`src/rtl/bmp_pkg.sv`:
```
// Shared constants and state encoding for the BMP byte-stream parser.
package bmp_pkg;

  localparam int HDR_LEN = 54;

  localparam logic [7:0] BMP_SIG0 = 8'h42;
  localparam logic [7:0] BMP_SIG1 = 8'h4D;

  localparam logic [5:0] OFF_SIG0   = 6'd0;
  localparam logic [5:0] OFF_SIG1   = 6'd1;
  localparam logic [5:0] OFF_BITS   = 6'd10;
  localparam logic [5:0] OFF_WIDTH  = 6'd18;
  localparam logic [5:0] OFF_HEIGHT = 6'd22;
  localparam logic [5:0] OFF_BPP    = 6'd28;
  localparam logic [5:0] OFF_COMP   = 6'd30;

  localparam logic [15:0] BPP_24 = 16'd24;

  typedef logic [2:0] state_t;
  localparam state_t ST_HDR  = 3'd0;
  localparam state_t ST_SKIP = 3'd1;
  localparam state_t ST_PIXB = 3'd2;
  localparam state_t ST_PIXG = 3'd3;
  localparam state_t ST_PIXR = 3'd4;
  localparam state_t ST_ERR  = 3'd5;

  function automatic logic in_field(input logic [5:0] idx, input logic [5:0] base,
                                    input logic [5:0] len);
    return (idx >= base) && (idx < base + len);
  endfunction

endpackage

```
`src/rtl/bmp_hdr_capture.sv`:
```
// Little-endian header field capture and header validity checks.
module bmp_hdr_capture
  import bmp_pkg::*;
#(
  parameter int MAX_WIDTH  = 768,
  parameter int MAX_HEIGHT = 512
) (
  input  logic        clk,
  input  logic        rst,
  input  logic        byte_en,
  input  logic [5:0]  byte_idx,
  input  logic [7:0]  byte_data,
  output logic [15:0] width,
  output logic [15:0] height,
  output logic [15:0] offset,
  output logic        pass
);

  logic [7:0]  sig0, sig1;
  logic [31:0] off_f, wid_f, hgt_f, comp_f;
  logic [15:0] bpp_f;

  // Multi-byte fields shift in from the top so the first (least significant) byte lands lowest.
  always_ff @(posedge clk) begin
    if (rst) begin
      sig0   <= '0;
      sig1   <= '0;
      off_f  <= '0;
      wid_f  <= '0;
      hgt_f  <= '0;
      comp_f <= '0;
      bpp_f  <= '0;
    end else if (byte_en) begin
      if (byte_idx == OFF_SIG0) sig0 <= byte_data;
      if (byte_idx == OFF_SIG1) sig1 <= byte_data;
      if (in_field(byte_idx, OFF_BITS, 6'd4))   off_f  <= {byte_data, off_f[31:8]};
      if (in_field(byte_idx, OFF_WIDTH, 6'd4))  wid_f  <= {byte_data, wid_f[31:8]};
      if (in_field(byte_idx, OFF_HEIGHT, 6'd4)) hgt_f  <= {byte_data, hgt_f[31:8]};
      if (in_field(byte_idx, OFF_BPP, 6'd2))    bpp_f  <= {byte_data, bpp_f[15:8]};
      if (in_field(byte_idx, OFF_COMP, 6'd4))   comp_f <= {byte_data, comp_f[31:8]};
    end
  end

  logic sig_ok, fmt_ok, wid_ok, hgt_ok, off_ok;

  // Negative (top-down) dimensions appear as huge unsigned values and fail the range checks.
  always_comb begin
    sig_ok = (sig0 == BMP_SIG0) && (sig1 == BMP_SIG1);
    fmt_ok = (bpp_f == BPP_24) && (comp_f == 32'd0);
    wid_ok = (wid_f != 32'd0) && (wid_f <= 32'(MAX_WIDTH));
    hgt_ok = (hgt_f != 32'd0) && (hgt_f <= 32'(MAX_HEIGHT));
    off_ok = (off_f >= 32'(HDR_LEN)) && (off_f < 32'd65536);
    pass   = sig_ok && fmt_ok && wid_ok && hgt_ok && off_ok;
  end

  assign width  = wid_f[15:0];
  assign height = hgt_f[15:0];
  assign offset = off_f[15:0];

endmodule

```
`src/rtl/bmp_stream_parser.sv`:
```
// Byte-stream 24-bit BMP decoder emitting RGB pixels in file order.
// Optional gray output enabled by defining BMP_STREAM_PARSER_GRAY_EN.
module bmp_stream_parser
  import bmp_pkg::*;
#(
  parameter int MAX_WIDTH  = 768,
  parameter int MAX_HEIGHT = 512
) (
  input  logic        clk,
  input  logic        rst,
  input  logic        in_valid,
  input  logic [7:0]  in_data,
  output logic        in_ready,
  output logic        out_valid,
  input  logic        out_ready,
  output logic [7:0]  out_r,
  output logic [7:0]  out_g,
  output logic [7:0]  out_b,
  output logic        out_eol,
  output logic        out_last,
`ifdef BMP_STREAM_PARSER_GRAY_EN
  output logic [7:0]  out_gray,
`endif
  output logic [15:0] img_width,
  output logic [15:0] img_height,
  output logic        hdr_ok,
  output logic        err
);

  state_t      state;
  logic [15:0] byte_cnt, offset_r, col, row;
  logic [1:0]  pad_cnt;
  logic        frame_done;
  logic [7:0]  b_lat, g_lat;

  logic [15:0] cap_width, cap_height, cap_offset;
  logic        cap_pass;
  logic        byte_acc, pix_take, is_eol, is_last, frame_end;

  bmp_hdr_capture #(
    .MAX_WIDTH (MAX_WIDTH),
    .MAX_HEIGHT(MAX_HEIGHT)
  ) u_hdr (
    .clk      (clk),
    .rst      (rst),
    .byte_en  (byte_acc && (state == ST_HDR)),
    .byte_idx (byte_cnt[5:0]),
    .byte_data(in_data),
    .width    (cap_width),
    .height   (cap_height),
    .offset   (cap_offset),
    .pass     (cap_pass)
  );

  // Only the R byte writes the single output register, so only it waits on downstream.
  always_comb begin
    in_ready  = (state == ST_PIXR) ? (!out_valid || out_ready) : (state != ST_ERR);
    byte_acc  = in_valid && in_ready;
    pix_take  = out_valid && out_ready;
    is_eol    = (col == img_width - 16'd1);
    is_last   = is_eol && (row == img_height - 16'd1);
    frame_end = byte_acc &&
                (((state == ST_PIXB) && (pad_cnt == 2'd1) && frame_done) ||
                 ((state == ST_PIXR) && is_last && (img_width[1:0] == 2'b00)));
  end

`ifdef BMP_STREAM_PARSER_GRAY_EN
  logic [9:0] gray_sum;
  assign gray_sum = {2'b00, in_data} + {1'b0, g_lat, 1'b0} + {2'b00, b_lat};
`endif

  always_ff @(posedge clk) begin
    if (rst) begin
      state      <= ST_HDR;
      byte_cnt   <= '0;
      offset_r   <= '0;
      col        <= '0;
      row        <= '0;
      pad_cnt    <= '0;
      frame_done <= 1'b0;
      b_lat      <= '0;
      g_lat      <= '0;
      out_valid  <= 1'b0;
      out_r      <= '0;
      out_g      <= '0;
      out_b      <= '0;
      out_eol    <= 1'b0;
      out_last   <= 1'b0;
`ifdef BMP_STREAM_PARSER_GRAY_EN
      out_gray   <= '0;
`endif
      img_width  <= '0;
      img_height <= '0;
      hdr_ok     <= 1'b0;
      err        <= 1'b0;
    end else begin
      if (pix_take) out_valid <= 1'b0;
      case (state)
        ST_HDR: if (byte_acc) begin
          byte_cnt <= byte_cnt + 16'd1;
          if (byte_cnt == 16'(HDR_LEN - 1)) begin
            if (cap_pass) begin
              hdr_ok     <= 1'b1;
              img_width  <= cap_width;
              img_height <= cap_height;
              offset_r   <= cap_offset;
              state      <= (cap_offset > 16'(HDR_LEN)) ? ST_SKIP : ST_PIXB;
            end else begin
              err   <= 1'b1;
              state <= ST_ERR;
            end
          end
        end
        ST_SKIP: if (byte_acc) begin
          byte_cnt <= byte_cnt + 16'd1;
          if (byte_cnt + 16'd1 == offset_r) state <= ST_PIXB;
        end
        // Pending row padding is swallowed here before the next B byte is taken.
        ST_PIXB: if (byte_acc) begin
          if (pad_cnt != 2'd0) begin
            pad_cnt <= pad_cnt - 2'd1;
          end else begin
            b_lat <= in_data;
            state <= ST_PIXG;
          end
        end
        ST_PIXG: if (byte_acc) begin
          g_lat <= in_data;
          state <= ST_PIXR;
        end
        ST_PIXR: if (byte_acc) begin
          out_valid <= 1'b1;
          out_r     <= in_data;
          out_g     <= g_lat;
          out_b     <= b_lat;
          out_eol   <= is_eol;
          out_last  <= is_last;
`ifdef BMP_STREAM_PARSER_GRAY_EN
          out_gray  <= 8'(gray_sum >> 2);
`endif
          state     <= ST_PIXB;
          if (is_eol) begin
            col     <= '0;
            row     <= row + 16'd1;
            pad_cnt <= img_width[1:0];
            if (is_last) frame_done <= 1'b1;
          end else begin
            col <= col + 16'd1;
          end
        end
        default: ;
      endcase
      if (frame_end) begin
        state      <= ST_HDR;
        byte_cnt   <= '0;
        col        <= '0;
        row        <= '0;
        pad_cnt    <= '0;
        frame_done <= 1'b0;
        hdr_ok     <= 1'b0;
      end
    end
  end

endmodule

```
`config.mk`:
```
export PLATFORM = sky130hd
export DESIGN_NAME = bmp_stream_parser
export DESIGN_NICKNAME = d
export VERILOG_FILES = /design/src/rtl/bmp_pkg.sv /design/src/rtl/bmp_hdr_capture.sv /design/src/rtl/bmp_stream_parser.sv
export SDC_FILE = /design/constraint.sdc
export NUM_CORES = 1
export LEC_CHECK = 0
export BUFFER_PORTS_ARGS = -buffer_cell sky130_fd_sc_hd__buf_2
export CAP_MARGIN = 20
export CORE_UTILIZATION = 60
export DETAILED_ROUTE_END_ITERATION = 8
export PLACE_DENSITY = 0.82
export SYNTH_ARGS = -nofsm -noshare
export SYNTH_HDL_FRONTEND = slang
export SYNTH_SLANG_ARGS = --single-unit
```
`constraint.sdc`:
```
create_clock -name clk -period 4 [get_ports clk]
set_clock_uncertainty 0.05 [all_clocks]
set_input_delay 0.2 -clock clk [delete_from_list [all_inputs] [get_ports clk]]
set_output_delay 0.2 -clock clk [all_outputs]
set_load 0.005 [all_outputs]
```
[After elaboration in Yosys (flattened, before gate mapping)]
Index checks and enable logic that the tools add are counted.
Widths: inputs -> output; s select.
Storage, ports and cells
  register bits: 307
  input bits: 12
  output and inout bits: 62
  logic and storage cells: 148
Operators by class
  add/subtract/negate cells: 6
  $lt $le $gt $ge: 15
  eq/ne operators: 24
  muxes and demuxes: 21
  bitwise logic cells: 2
  reductions and logical operators: 54
Operator list (number)
  $le 32x10->1 const B: 2
  $reduce_bool 32->1: 2
  $add 16x1->16 const B: 3
  $eq 16x16->1: 3
  $ge 32x6->1 const B: 1
  $logic_not 32->1: 1
  $lt 32x17->1 const B: 1
  $sub 16x1->16 const B: 2
  $mux 3: 9
  $ge 6x5->1 const B: 4
  $logic_and 1x1->1: 23
  $reduce_and 2->1: 10
  $lt 6x5->1 const B: 3
  $eq 16x5->1 const B: 1
  $eq 16x6->1 const B: 1
  $eq 8x7->1 const B: 2
  $gt 16x6->1 const B: 1
  $mux 16: 1
  $ne 2x2->1 const B: 8
  $pmux 3 s5: 1
  $reduce_and 4->1: 3
  $mux 2: 5
  $reduce_and 9->1: 1
  $eq 3x2->1 const B: 2
  23 further kinds: 32

[Logic depth before layout (Yosys ltp)]
Gate-level depths: netlist of run 1.
  depth in word-level cells: 10
  depth in mapped cells: 14
  depth with buffers taken out: 10

[Cells and area by module]
From an unflattened synthesis of run 1, not the netlist that was laid out.
Second synthesis, totals
  cells, all modules: 1660
  area, all modules: 14008.4 sq um
By module, submodules not included
  bmp_stream_parser: times used 1, cells an instance 908, area each 7509.7 sq um, sequential area each 2942.8 sq um
  bmp_hdr_capture: times used 1, cells an instance 752, area each 6498.7 sq um, sequential area each 3203.1 sq um

[Worst setup path before layout of run 1]
No wires, ideal clock.
  path kind: reg2reg
  from: register byte_cnt[1]
  to: register img_height[0]
  setup time: 70 ps
  arrival: 3162 ps
  required time: 3880 ps
  slack: 718 ps
  stages on the path, launching flop included: 13
  buffers on the path: 4
  clock period less this slack: 3282 ps
  cell sequence: dfxtp_1 > clkbuf_1 > inv_1 > ha_1 > clkbuf_1 > or4b_2 > nor4_1 > nand4_1 > nor4_1 > clkbuf_1 > clkbuf_1 > nand2_1 > a21oi_1
Between the ends
  word-level cells in the longest chain between the ends: 2
RTL lines
  start, declared: RTL line bmp_stream_parser.sv:31  | logic [15:0] byte_cnt, offset_r, col, row;
  start signal, assigned: RTL line bmp_stream_parser.sv:100  | byte_cnt <= byte_cnt + 16'd1;
  start signal, assigned: RTL line bmp_stream_parser.sv:115  | byte_cnt <= byte_cnt + 16'd1;
  $eq 16x6->1: RTL line bmp_stream_parser.sv:101  | if (byte_cnt == 16'(HDR_LEN - 1)) begin
  $reduce_and 4->1 (no line)
  end signal, assigned: RTL line bmp_stream_parser.sv:105  | img_height <= cap_height;
  end, declared: RTL line bmp_stream_parser.sv:25  | output logic [15:0] img_height,
Every way passes these cells.
A chain may end at the register's enable or synchronous reset.

[Worst setup path after layout of run 1]
  from: register img_width[1]
  to: register row[10]
Between the ends
  word-level cells in the longest chain between the ends: 8
  elaborated cells on any way between the ends: 10
  those cells by class: add/sub: 1; eq/ne: 1; reduce/logical: 8
RTL lines
  start, declared: RTL line bmp_stream_parser.sv:24  | output logic [15:0] img_width,
  start signal, assigned: RTL line bmp_stream_parser.sv:104  | img_width <= cap_width;
  $sub 16x1->16: RTL line bmp_stream_parser.sv:60  | is_eol = (col == img_width - 16'd1);
  $eq 16x16->1: RTL line bmp_stream_parser.sv:60
  $logic_and 1x1->1: RTL line bmp_stream_parser.sv:61  | is_last = is_eol && (row == img_height - 16'd1);
  $logic_and 1x1->1 (2 in a row): RTL line bmp_stream_parser.sv:64  | ((state == ST_PIXR) && is_last && (img_width[1:0] == 2'b00)));
  $logic_or 1x1->1: RTL line bmp_stream_parser.sv:63  | (((state == ST_PIXB) && (pad_cnt == 2'd1) && frame_done) ||
  $logic_and 1x1->1: RTL line bmp_stream_parser.sv:62  | frame_end = byte_acc &&
  $reduce_or 2->1 (no line)
  end signal, assigned: RTL line bmp_stream_parser.sv:144  | row <= row + 16'd1;
  end, declared: RTL line bmp_stream_parser.sv:31
Several ways; a longest one is shown, not always the timed one.

==> flow_summary_export.csv, run 1 <==
group,metric,value,unit
cts,path_clk_slew,0.06,ns
global_routing,grt_use_met3,3.34,%
timing,achievable-frequency,0.273,GHz
placement,dp.cells,1917,
floorplan,floorplan.io_pins,74,
cells_and_area,syn_to_final_growth,11.7,%
global_routing,grt_pass1_vias,10400,
floorplan,fp.dieArea,0.0229,mm2
cts,cts_inserted_buffers,31,
global_routing,largest_net_degree_at_the_start_of_global_routing,153,
cts,cts_setup_buffers,0,
cells_and_area,final_net_count,1699,
route,vias,11600,
cts,number_of_levels_in_the_clock_h_tree,1,
global_routing,grt.met2_usage,46.1,%
timing,period_needed,3.66,ns
cts,post_cts_resize_count,0,
power_and_ir_drop,vdd_drop_max,0.000380,V
critical_path,timing.critical_path.required,4.45,ns
critical_path,worstSetupPathType,"reg2reg",
global_routing,busiest_layer,"met2",
synth,synth.top_cells.by_count,"sky130_fd_sc_hd__nand2_1 (398), sky130_fd_sc_hd__dfxtp_1 (307), sky130_fd_sc_hd__a21oi_1 (210), sky130_fd_sc_hd__nor2_1 (120), sky130_fd_sc_hd__clkbuf_1 (92)",
synth,synthesis.area_per_instance,8.06,um2
route,drt_pre_antenna_iters,6,
synth,ys.warnings.count,0,
route,antenna_left,0,
floorplan,die_y,151,um
synth,syn-num-nets,1682,
cells_and_area,final_cell_area,0.0149,mm2
synth,yosysUniqueCellTypes,63,
synth,syn_inst,1660,
synth,netlist_area,0.0134,mm2
cts,cts.root.buffer_cell,"sky130_fd_sc_hd__clkbuf_16",
cts,cts_num_sinks,307,
cells_and_area,layout-drive-gt1-share,9.88,%
timing,finalSetupViolCount,0,
timing,rsz0062_at_grt,"no",
power_and_ir_drop,finalPower,0.00623,W
synth,synth_sequential_area_ratio,45.9,%
global_routing,number_of_antenna_violations_at_the_first_check_in_global_routing,0,
global_routing,grt_first_pass_wirelength,51.5,mm
route,detail_route.vias_per_cell,5.86,
global_routing,grt_overflow_total,0,
timing,relSlewSlack,29.3,%
route,avgRoutedWirePerCell,16.4,um
synth,synth_enable_flop_cells,0,
global_routing,gr-usage-met1,37.1,%
route,drc_violation_total_after_the_first_tritonroute_iteration,1047,
power_and_ir_drop,p_per_area,417,mW/mm2
critical_path,cp_max_fo,31,
synth,synth_top_cells_by_area,"sky130_fd_sc_hd__dfxtp_1 (46%), sky130_fd_sc_hd__nand2_1 (11%), sky130_fd_sc_hd__a21oi_1 (7.9%)",
cts,tritoncts,"done",
synth,synth_top_area_cell,"sky130_fd_sc_hd__dfxtp_1",
critical_path,critPathCaptureType,"register",
timing,timing_worst_slew_pin_value,1.06,ns
flow_run,cap_viol_max_count,0,
timing,holdWs,0.0188,ns
synth,synthesized_flop_and_latch_total,307,
floorplan,chipWidth,151,um
timing,finalMaxSlewViolations,0,
timing,setup_tns,0,ns
placement,hpwl,21.7,mm
cts,holdBufCountCts,7,
global_routing,grtUsageTotal,28.0,%
cells_and_area,finalNonFillerCells,1980,
synth,synth_top_flop_cell,"sky130_fd_sc_hd__dfxtp_1",
placement,port-buffer-count,73,
route,detail_route.wirelength,32.5,mm
power_and_ir_drop,p_leak,5.65,nW
timing,number_of_hold_slack_violations_in_the_final_timing_report,0,
timing,finalCritPeriodShare,91.5,%
critical_path,start_kind,"register",
cells_and_area,insertedDiodeCount,0,
placement,finalWeightedCongestion,0.934,
critical_path,cp_data_arrival_time,4.11,ns
cts,cts.path.max_buffers,3,
placement,placedInstanceArea,0.0138,mm2
cts,clock_latency,0.56,ns
floorplan,placementRows,54,
floorplan,initial_utilization,61.3,%
min_path,hold_path.class,"in2reg",
route,drc,0,
floorplan,core-area,0.0218,mm2
synth,area_share_of_the_leading_cell_type_in_the_synthesized_netlist,45.9,%
synth,postSynth.asyncResetShare,0,%
status,outcome,"complete, no violations",
synth,yosys.cell_count.top_type,"sky130_fd_sc_hd__nand2_1",
-- layout by cell type (no fill, tap or decap), types with 4 or more instances in the layout --
cell	instances
sky130_fd_sc_hd__nor2b_1	4
sky130_fd_sc_hd__buf_2	72
sky130_fd_sc_hd__nor4_1	40
sky130_fd_sc_hd__nor2_1	119
sky130_fd_sc_hd__mux2i_1	63
sky130_fd_sc_hd__nand2_1	398
sky130_fd_sc_hd__o21ai_0	25
sky130_fd_sc_hd__xor2_1	44
sky130_fd_sc_hd__clkbuf_8	9
sky130_fd_sc_hd__buf_4	15
sky130_fd_sc_hd__clkbuf_1	6
sky130_fd_sc_hd__nand2b_1	6
sky130_fd_sc_hd__nor4b_1	8
sky130_fd_sc_hd__clkbuf_16	31
sky130_fd_sc_hd__ha_1	10
sky130_fd_sc_hd__nor3_1	37
sky130_fd_sc_hd__and4_1	4
sky130_fd_sc_hd__o31ai_1	4
sky130_fd_sc_hd__or2_2	6
sky130_fd_sc_hd__nand3_1	51
sky130_fd_sc_hd__or3_1	15
sky130_fd_sc_hd__xnor2_1	54
sky130_fd_sc_hd__dfxtp_1	307
sky130_fd_sc_hd__inv_1	17
sky130_fd_sc_hd__nand4_1	31
sky130_fd_sc_hd__a21oi_1	210
sky130_fd_sc_hd__and2_1	15
sky130_fd_sc_hd__dlygate4sd3_1	7
sky130_fd_sc_hd__and3_1	17
-- report_power, final --
group          internal, W  switching (W)  total, W  leakage [nW]
registers          0.00308      0.0000183   0.00310          2.47
logic            0.0000672       0.000162  0.000229          2.67
clock network      0.00172        0.00118   0.00291         0.512
-- layout make-up --
type                            instances  area, um2
Fill cell                            1719       6890
Multi-Input combinational cell       1222       6720
Sequential cell                       307       6150
Clock buffer                           46        922
Timing Repair Buffer                   98        614
Tap cell                              280        350
Clock inverter                         10        121
Inverter                               17       63.8
-- critical path: stages (launching register included) --
cell and delay, ns:
sky130_fd_sc_hd__dfxtp_1 0.38, sky130_fd_sc_hd__inv_1 0.11, sky130_fd_sc_hd__ha_1 0.27, sky130_fd_sc_hd__nor3b_1 0.51, sky130_fd_sc_hd__nand3_1 0.22, sky130_fd_sc_hd__mux2i_1 0.19, sky130_fd_sc_hd__mux2i_1 0.10, sky130_fd_sc_hd__or4_1 0.67
sky130_fd_sc_hd__or2_4 0.42, sky130_fd_sc_hd__or4_4 0.55, sky130_fd_sc_hd__a21oi_2 0.14
-- final timing paths --
| path | startpoint | to | slack, ns | cells after the start |
|---|---|---|---|---|
| max | img_width[1] | row[10] | 0.34 | 10 |
| min | in_data[3] | u_hdr.hgt_f[27] | 0.02 | 3 |
| max reg2reg | img_width[1] | row[10] | 0.34 | 10 |
| min reg2reg | out_r[1] | out_r[1] | 0.40 | 2 |
-- per-stage QoR --
stage / utilization (%) / setup WS (ns)
2_1_floorplan: - / 0.718
3_5_place_dp: 63.3 / 0.391
6_report: 68.4 / 0.341
3_3_place_gp: 63.3 / 0.495
5_1_grt: 68.4 / 0.160
4_1_cts: 68.4 / 0.375
-- state kept, by name, indices dropped and copies added, names as in the netlist, 2 cells and up --
signal	count
u_hdr.off_f	32
img_width	16
out_g	8
g_lat	8
u_hdr.comp_f	32
out_b	8
u_hdr.sig1	8
state	3
u_hdr.bpp_f	16
out_r	8
u_hdr.wid_f	32
u_hdr.hgt_f	32
offset_r	16
byte_cnt	16
col	16
img_height	16
row	16
u_hdr.sig0	8
b_lat	8
pad_cnt	2
-- cells by family after synthesis --
group,Yosys count,synth area share (%)
AND/OR/NAND/NOR,779,26.8
AO/OA/AOI/OAI,272,11.1
XOR/XNOR,98,6.42
buffers and inverters,131,4.05
adder cells (fa/ha/maj),10,0.935
flip-flops,307,45.9
multiplexers,63,4.71
-- metal layers --
metal  up-vias  share of wire, %
met5         -                 0
met4         0               3.2
met3        69               6.6
met2       395                47
met1      5443                43
li1       5688                 -
(Power assumes the default switching activity.)
==> run 2, diff against run 1 <==
- ABC_AREA: not set -> 1
- PLACE_DENSITY: 0.82 -> 0.81
==> flow_summary_export.csv, run 2 <==
group,metric,value,unit
floorplan,die_y,156,um
cells_and_area,core_util_final,69.1,%
floorplan,core-area,0.0229,mm2
synth,syn_inst,2062,
global_routing,grt_first_pass_wirelength,60.2,mm
floorplan,floorplan.io_pins,74,
critical_path,r2r-start,"state[0]",
cts,number_of_levels_in_the_clock_h_tree,1,
synth,area_share_of_the_leading_cell_type_in_the_synthesized_netlist,43.4,%
placement,port-buffer-count,73,
power_and_ir_drop,switching_power,0.00160,W
status,outcome,"complete, no violations",
min_path,hold_start,"rst",
synth,synth_sequential_area_ratio,43.4,%
min_path,hold_path.class,"in2reg",
floorplan,initial_utilization,61.8,%
synth,synthesis.area_per_instance,6.86,um2
power_and_ir_drop,vdd_drop_max,0.000383,V
route,avgRoutedWirePerCell,15.0,um
synth,ys.warnings.count,0,
flow_run,cap_viol_max_count,0,
power_and_ir_drop,p_per_area,421,mW/mm2
global_routing,number_of_antenna_violations_at_the_first_check_in_global_routing,0,
cts,path_clk_slew,0.06,ns
timing,achievable-frequency,0.340,GHz
global_routing,grt.met2_usage,51.5,%
timing,finalSetupViolCount,0,
route,antenna_left,0,
timing,relSlewSlack,34.1,%
route,detail_route.vias_per_cell,5.54,
global_routing,gr-usage-met1,39.9,%
critical_path,worstSetupPathType,"reg2reg",
synth,synth_top_cells_by_area,"sky130_fd_sc_hd__dfxtp_1 (43%), sky130_fd_sc_hd__nor2_1 (11%), sky130_fd_sc_hd__nand2_1 (8.6%)",
cells_and_area,final_cell_mix,"sky130_fd_sc_hd__nor2_1 (431), sky130_fd_sc_hd__nand2_1 (326), sky130_fd_sc_hd__dfxtp_1 (307)",
power_and_ir_drop,clock_power_share,45.4,%
timing,period_needed,2.94,ns
cells_and_area,final_net_count,2128,
power_and_ir_drop,p_leak,7.16,nW
power_and_ir_drop,share_of_total_power_in_combinational_logic,6.5,%
synth,yosysUniqueCellTypes,43,
cells_and_area,syn_to_final_growth,11.8,%
synth,synth.top_cells.by_count,"sky130_fd_sc_hd__nor2_1 (433), sky130_fd_sc_hd__nand2_1 (326), sky130_fd_sc_hd__dfxtp_1 (307), sky130_fd_sc_hd__o21ai_0 (231), sky130_fd_sc_hd__inv_1 (196)",
synth,synth_enable_flop_cells,0,
route,detail_route.wirelength,36.7,mm
power_and_ir_drop,p_int,0.00506,W
route,drc,0,
synth,synth_top_flop_cell,"sky130_fd_sc_hd__dfxtp_1",
power_and_ir_drop,power_switching_share,24.0,%
global_routing,largest_net_degree_at_the_start_of_global_routing,110,
cts,cts.root.buffer_cell,"sky130_fd_sc_hd__clkbuf_16",
timing,timing_worst_slew_pin_value,0.989,ns
cts,cts_inserted_buffers,31,
synth,yosys.cell_count.top_type,"sky130_fd_sc_hd__nor2_1",
cts,tritoncts,"done",
timing,holdWs,0.192,ns
global_routing,grt_overflow_total,0,
critical_path,timing.critical_path.required,4.39,ns
synth,synthesized_flop_and_latch_total,307,
floorplan,chipWidth,156,um
timing,number_of_hold_slack_violations_in_the_final_timing_report,0,
floorplan,placementRows,55,
timing,setup_tns,0,ns
cells_and_area,layout-drive-gt1-share,8.40,%
floorplan,fp.dieArea,0.0242,mm2
synth,netlist_area,0.0142,mm2
synth,postSynth.asyncResetShare,0,%
cells_and_area,final.fill_count,1966,
power_and_ir_drop,pwr-share-seq,48.1,%
timing,finalCritPeriodShare,73.5,%
timing,rsz0062_at_grt,"no",
placement,hpwl,25.2,mm
placement,finalWeightedCongestion,0.958,
route,drc_violation_total_after_the_first_tritonroute_iteration,1109,
critical_path,cp_data_arrival_time,3.33,ns
synth,syn-num-nets,2084,
cts,cts.path.max_buffers,3,
cells_and_area,insertedDiodeCount,0,
global_routing,grt_pass1_vias,12500,
route,drt_pre_antenna_iters,5,
cts,clock_latency,0.58,ns
critical_path,critPathCaptureType,"register",
global_routing,grt_use_met3,3.86,%
timing,finalMaxSlewViolations,0,
cells_and_area,mostFrequentLayoutCell,"sky130_fd_sc_hd__nor2_1",
route,vias,13500,
critical_path,start_kind,"register",
cts,post_cts_resize_count,0,
synth,synth_top_area_cell,"sky130_fd_sc_hd__dfxtp_1",
critical_path,cp_max_fo,23,
cts,cts_num_sinks,307,
global_routing,grtUsageTotal,30.4,%
global_routing,busiest_layer,"met2",
critical_path,setup.worst_path.start,"state[0]",
## run 2: changes by cell type after synthesis, sizes merged, moves of 58 or more
cell / delta
nor2: +324
inv: +187
nand3: +82
nand2: -66
o21ai: +210
mux2i: -63
a21oi: -58
## run 2: power groups by stage
stage               Combinational (W)  Clock, W  Sequential (W)
floorplan                    0.000317         0         0.00325
global placement             0.000407         0         0.00327
detailed placement           0.000419         0         0.00327
CTS                          0.000430   0.00305         0.00320
global route                 0.000488   0.00317         0.00321
finish                       0.000433   0.00302         0.00320
## run 2: routing by layer
layer	part of all wire (%)	vias up	wire length, um
met5	0	-	0
met3	5.6	79	2060
met4	3.0	0	1080
met2	47	430	17100
li1	-	6764	-
met1	45	6254	16400
## run 2: area by class of cell
cell class	instances	area, um2	share of cell area (%)
multi-input combinational	1461	6860	43.4
sequential	307	6150	38.8
tap	313	392	2.47
clock buffer	43	911	5.75
inverter	210	791	5.00
clock inverter	14	173	1.09
timing repair buffer	95	553	3.49
## run 2: cell families after synthesis
logic type	after synthesis	synth area share, %
AOI/OAI and AO/OA	415	15.2
and+or+nand+nor	991	29.5
xor gates and xnor gates	45	2.88
adders and majority gates	10	0.884
buffers and inverters	294	8.14
DFF	307	43.4
## run 2: repair_timing
item	in CTS	in global routing
buffers inserted	0	0
endpoints found under the setup margin	0	0
hold endpoints to repair	16	0
hold buffers	9	0
## run 2: final timing paths
kind               endpoint  slack, ns  depth (start not counted)
max                 col[14]       1.06                         15
min                g_lat[0]       0.19                          3
max reg2reg         col[14]       1.06                         15
min reg2reg  u_hdr.bpp_f[2]       0.41                          2
## run 2: worst max-delay path: stages, from the launching register on
cell and delay, ns:
sky130_fd_sc_hd__dfxtp_1 0.37, sky130_fd_sc_hd__nor2_1 0.16, sky130_fd_sc_hd__inv_1 0.09, sky130_fd_sc_hd__nor2_2 0.47, sky130_fd_sc_hd__inv_2 0.14, sky130_fd_sc_hd__nor2_2 0.15
sky130_fd_sc_hd__buf_4 0.27, sky130_fd_sc_hd__inv_2 0.27, sky130_fd_sc_hd__nor3_2 0.25, sky130_fd_sc_hd__nand2_1 0.10, sky130_fd_sc_hd__inv_1 0.09, sky130_fd_sc_hd__nand2_1 0.09
sky130_fd_sc_hd__inv_1 0.09, sky130_fd_sc_hd__nand3_1 0.07, sky130_fd_sc_hd__nand3_1 0.09, sky130_fd_sc_hd__nor2_1 0.04
## run 2: per-stage QoR
step	area [um2]	cells	power [W]	worst slack, ns
floorplan	14200	2062	0.00356	1.78
global placement	14700	2377	0.00367	1.20
finish	15800	2443	0.00666	1.06
detailed placement	14700	2377	0.00369	1.13
CTS	15800	2443	0.00668	1.11
global route	15800	2443	0.00687	0.759
==> run 3, diff against run 2 <==
- clock period: 4 -> 2.95 ns (I/O delays scaled with it)
==> flow_summary_export.csv, run 3 (synthesis results as in run 2) <==
group,metric,value,unit
placement,dp.cells,2389,
critical_path,cpMostUsedCell,"sky130_fd_sc_hd__nor2_1",
flow_run,cap_viol_max_count,0,
critical_path,reg2reg_slack,0.26,ns
timing,period_needed,2.69,ns
route,wirelength_met1,16.3,mm
floorplan,die_y,156,um
placement,hpwl,25.4,mm
cts,cts_num_sinks,307,
power_and_ir_drop,vdd_drop_max,0.000490,V
cells_and_area,footprint_of_the_multi_input_gates,0.00686,mm2
route,route.met3.wl,2.16,mm
cts,tritoncts,"done",
cells_and_area,layout-drive-gt1-share,8.91,%
power_and_ir_drop,p_leak,7.24,nW
placement,port-buffer-count,73,
timing,relSlewSlack,38.0,%
critical_path,start_kind,"register",
cts,post_cts_resize_count,0,
cts,holdBufCountCts,10,
min_path,hold_path_depth,6,
timing,setup_tns,0,ns
cts,cts_inserted_buffers,31,
timing,rsz0062_at_grt,"no",
global_routing,grt_first_pass_wirelength,60.1,mm
route,detail_route.vias_per_cell,5.49,
global_routing,number_of_antenna_violations_at_the_first_check_in_global_routing,0,
cts,cts.root.buffer_cell,"sky130_fd_sc_hd__clkbuf_16",
cells_and_area,final_cell_mix,"sky130_fd_sc_hd__nor2_1 (431), sky130_fd_sc_hd__nand2_1 (326), sky130_fd_sc_hd__dfxtp_1 (307)",
timing,finalSetupViolCount,0,
floorplan,core-area,0.0229,mm2
status,outcome,"complete, no violations",
timing,finalCritPeriodShare,91.1,%
critical_path,worstSetupPathType,"reg2reg",
global_routing,grt_pass1_vias,12300,
cells_and_area,insertedDiodeCount,0,
route,avgRoutedWirePerCell,14.9,um
global_routing,grt_overflow_total,0,
cts,clock_latency,0.56,ns
floorplan,fp.dieArea,0.0242,mm2
cells_and_area,mostFrequentLayoutCell,"sky130_fd_sc_hd__nor2_1",
critical_path,buffering_stage_count_on_the_worst_path_with_inverters_included,2,
critical_path,critPathCaptureType,"register",
critical_path,slowest_delay,0.33,ns
cells_and_area,finalNonFillerCells,2456,
cells_and_area,syn_to_final_growth,13.0,%
min_path,whs_endpoint,"col[3]",
timing,achievable-frequency,0.372,GHz
critical_path,cp_max_fo,23,
timing,number_of_hold_slack_violations_in_the_final_timing_report,0,
floorplan,chipWidth,156,um
global_routing,grtUsageTotal,30.5,%
cells_and_area,final-seq-area,0.00615,mm2
timing,finalMaxSlewViolations,0,
floorplan,initial_utilization,61.8,%
cells_and_area,core_util_final,69.8,%
critical_path,cp_slowest_cell,"sky130_fd_sc_hd__dfxtp_1",
route,vias,13500,
cells_and_area,final.fill_count,1954,
timing,timing_worst_slew_pin_value,0.927,ns
cts,path_clk_slew,0.07,ns
critical_path,timing.critical_path.required,3.33,ns
cts,cts_setup_buffers,0,
critical_path,r2r-start,"img_height[0]",
min_path,hold_path.class,"in2reg",
critical_path,cp_num_cells,15,
route,detail_route.wirelength,36.6,mm
route,drt_pre_antenna_iters,5,
floorplan,floorplan.io_pins,74,
cts,number_of_levels_in_the_clock_h_tree,1,
floorplan,placementRows,55,
cts,cts.path.max_buffers,3,
route,drc_violation_total_after_the_first_tritonroute_iteration,1135,
critical_path,endpoint_of_the_worst_register_to_register_path,"row[15]",
route,drc,0,
global_routing,largest_net_degree_at_the_start_of_global_routing,97,
power_and_ir_drop,p_per_area,575,mW/mm2
critical_path,cp_data_arrival_time,3.07,ns
cells_and_area,final_net_count,2141,
critical_path,worst_path_dominant_cell_family,"simple AND/OR/NAND/NOR gates",
route,maxUsedRoutingLayer,"met4",
route,route.met2.wl,17.0,mm
critical_path,worstRegToRegCells,15,
placement,finalWeightedCongestion,0.964,
critical_path,crit_path_cell_trace,"inv_1, ha_1, nand2_1, nor2_1, nand2_1, nor2_1, xor2_1, nand3_1, nor2_1, nand3_1, nand2_1, nand2_2, nand2_4, buf_4, nor2_1",
route,antenna_left,0,
min_path,hold_start,"in_valid",
-- run 3: cell count changes in the layout (fill, tap and decap cells not counted) --
cell | previous run | this run
sky130_fd_sc_hd__clkinv_4 | 2 | 3
sky130_fd_sc_hd__bufinv_16 | 3 | 6
sky130_fd_sc_hd__dlygate4sd3_1 | 9 | 10
sky130_fd_sc_hd__inv_16 | 1 | 0
sky130_fd_sc_hd__buf_4 | 13 | 23
sky130_fd_sc_hd__buf_12 | 0 | 2
sky130_fd_sc_hd__clkbuf_8 | 9 | 6
-- run 3: worst max-delay path by stage --
stage | start | to | slack (ns)
floorplan | img_width[0] | row[6] | 0.73
global route | img_height[0] | col[14] | 0.05
global placement | img_width[0] | row[14] | 0.42
CTS | img_height[0] | col[14] | 0.31
detailed placement | img_height[0] | row[14] | 0.33
finish | img_height[0] | row[15] | 0.26
-- run 3: area by class of cell --
class,instances,area share (%)
clock buffer,40,5.44
clock inverter,17,1.57
inverter,210,4.94
multi-input combinational,1461,42.9
sequential,307,38.4
tap,313,2.45
timing repair buffer,108,4.24
-- run 3: where the power goes --
| group | switching (W) | internal, W |
|---|---|---|
| sequential | 0.0000868 | 0.00426 |
| combinational | 0.000401 | 0.000196 |
| clock | 0.00165 | 0.00260 |
| total | 0.00214 | 0.00705 |
-- run 3: per-layer routing --
metal | vias up | GRT usage [%]
li1 | 6786 | -
met1 | 6215 | 39.8
met2 | 409 | 51.8
met3 | 79 | 3.69
met4 | 0 | 11.4
met5 | - | 0
-- run 3: per-stage QoR --
stage	hold slack [ns]	power (W)	cell area (um2)	worst slack [ns]
after global placement	0.391	0.00499	14800	0.423
after CTS	0.270	0.00921	16000	0.307
final	0.288	0.00919	16000	0.263
after floorplan	0.265	0.00483	14200	0.728
after detailed placement	0.395	0.00501	14800	0.326
after global routing	0.303	0.00950	16000	0.0461
-- run 3: worst min-delay path, cell delays in order --
cell	delay, ns
sky130_fd_sc_hd__buf_2	0.12
sky130_fd_sc_hd__nand2_1	0.25
sky130_fd_sc_hd__nor2_2	0.10
sky130_fd_sc_hd__nand2_1	0.09
sky130_fd_sc_hd__xor2_1	0.07
sky130_fd_sc_hd__nor2_1	0.08
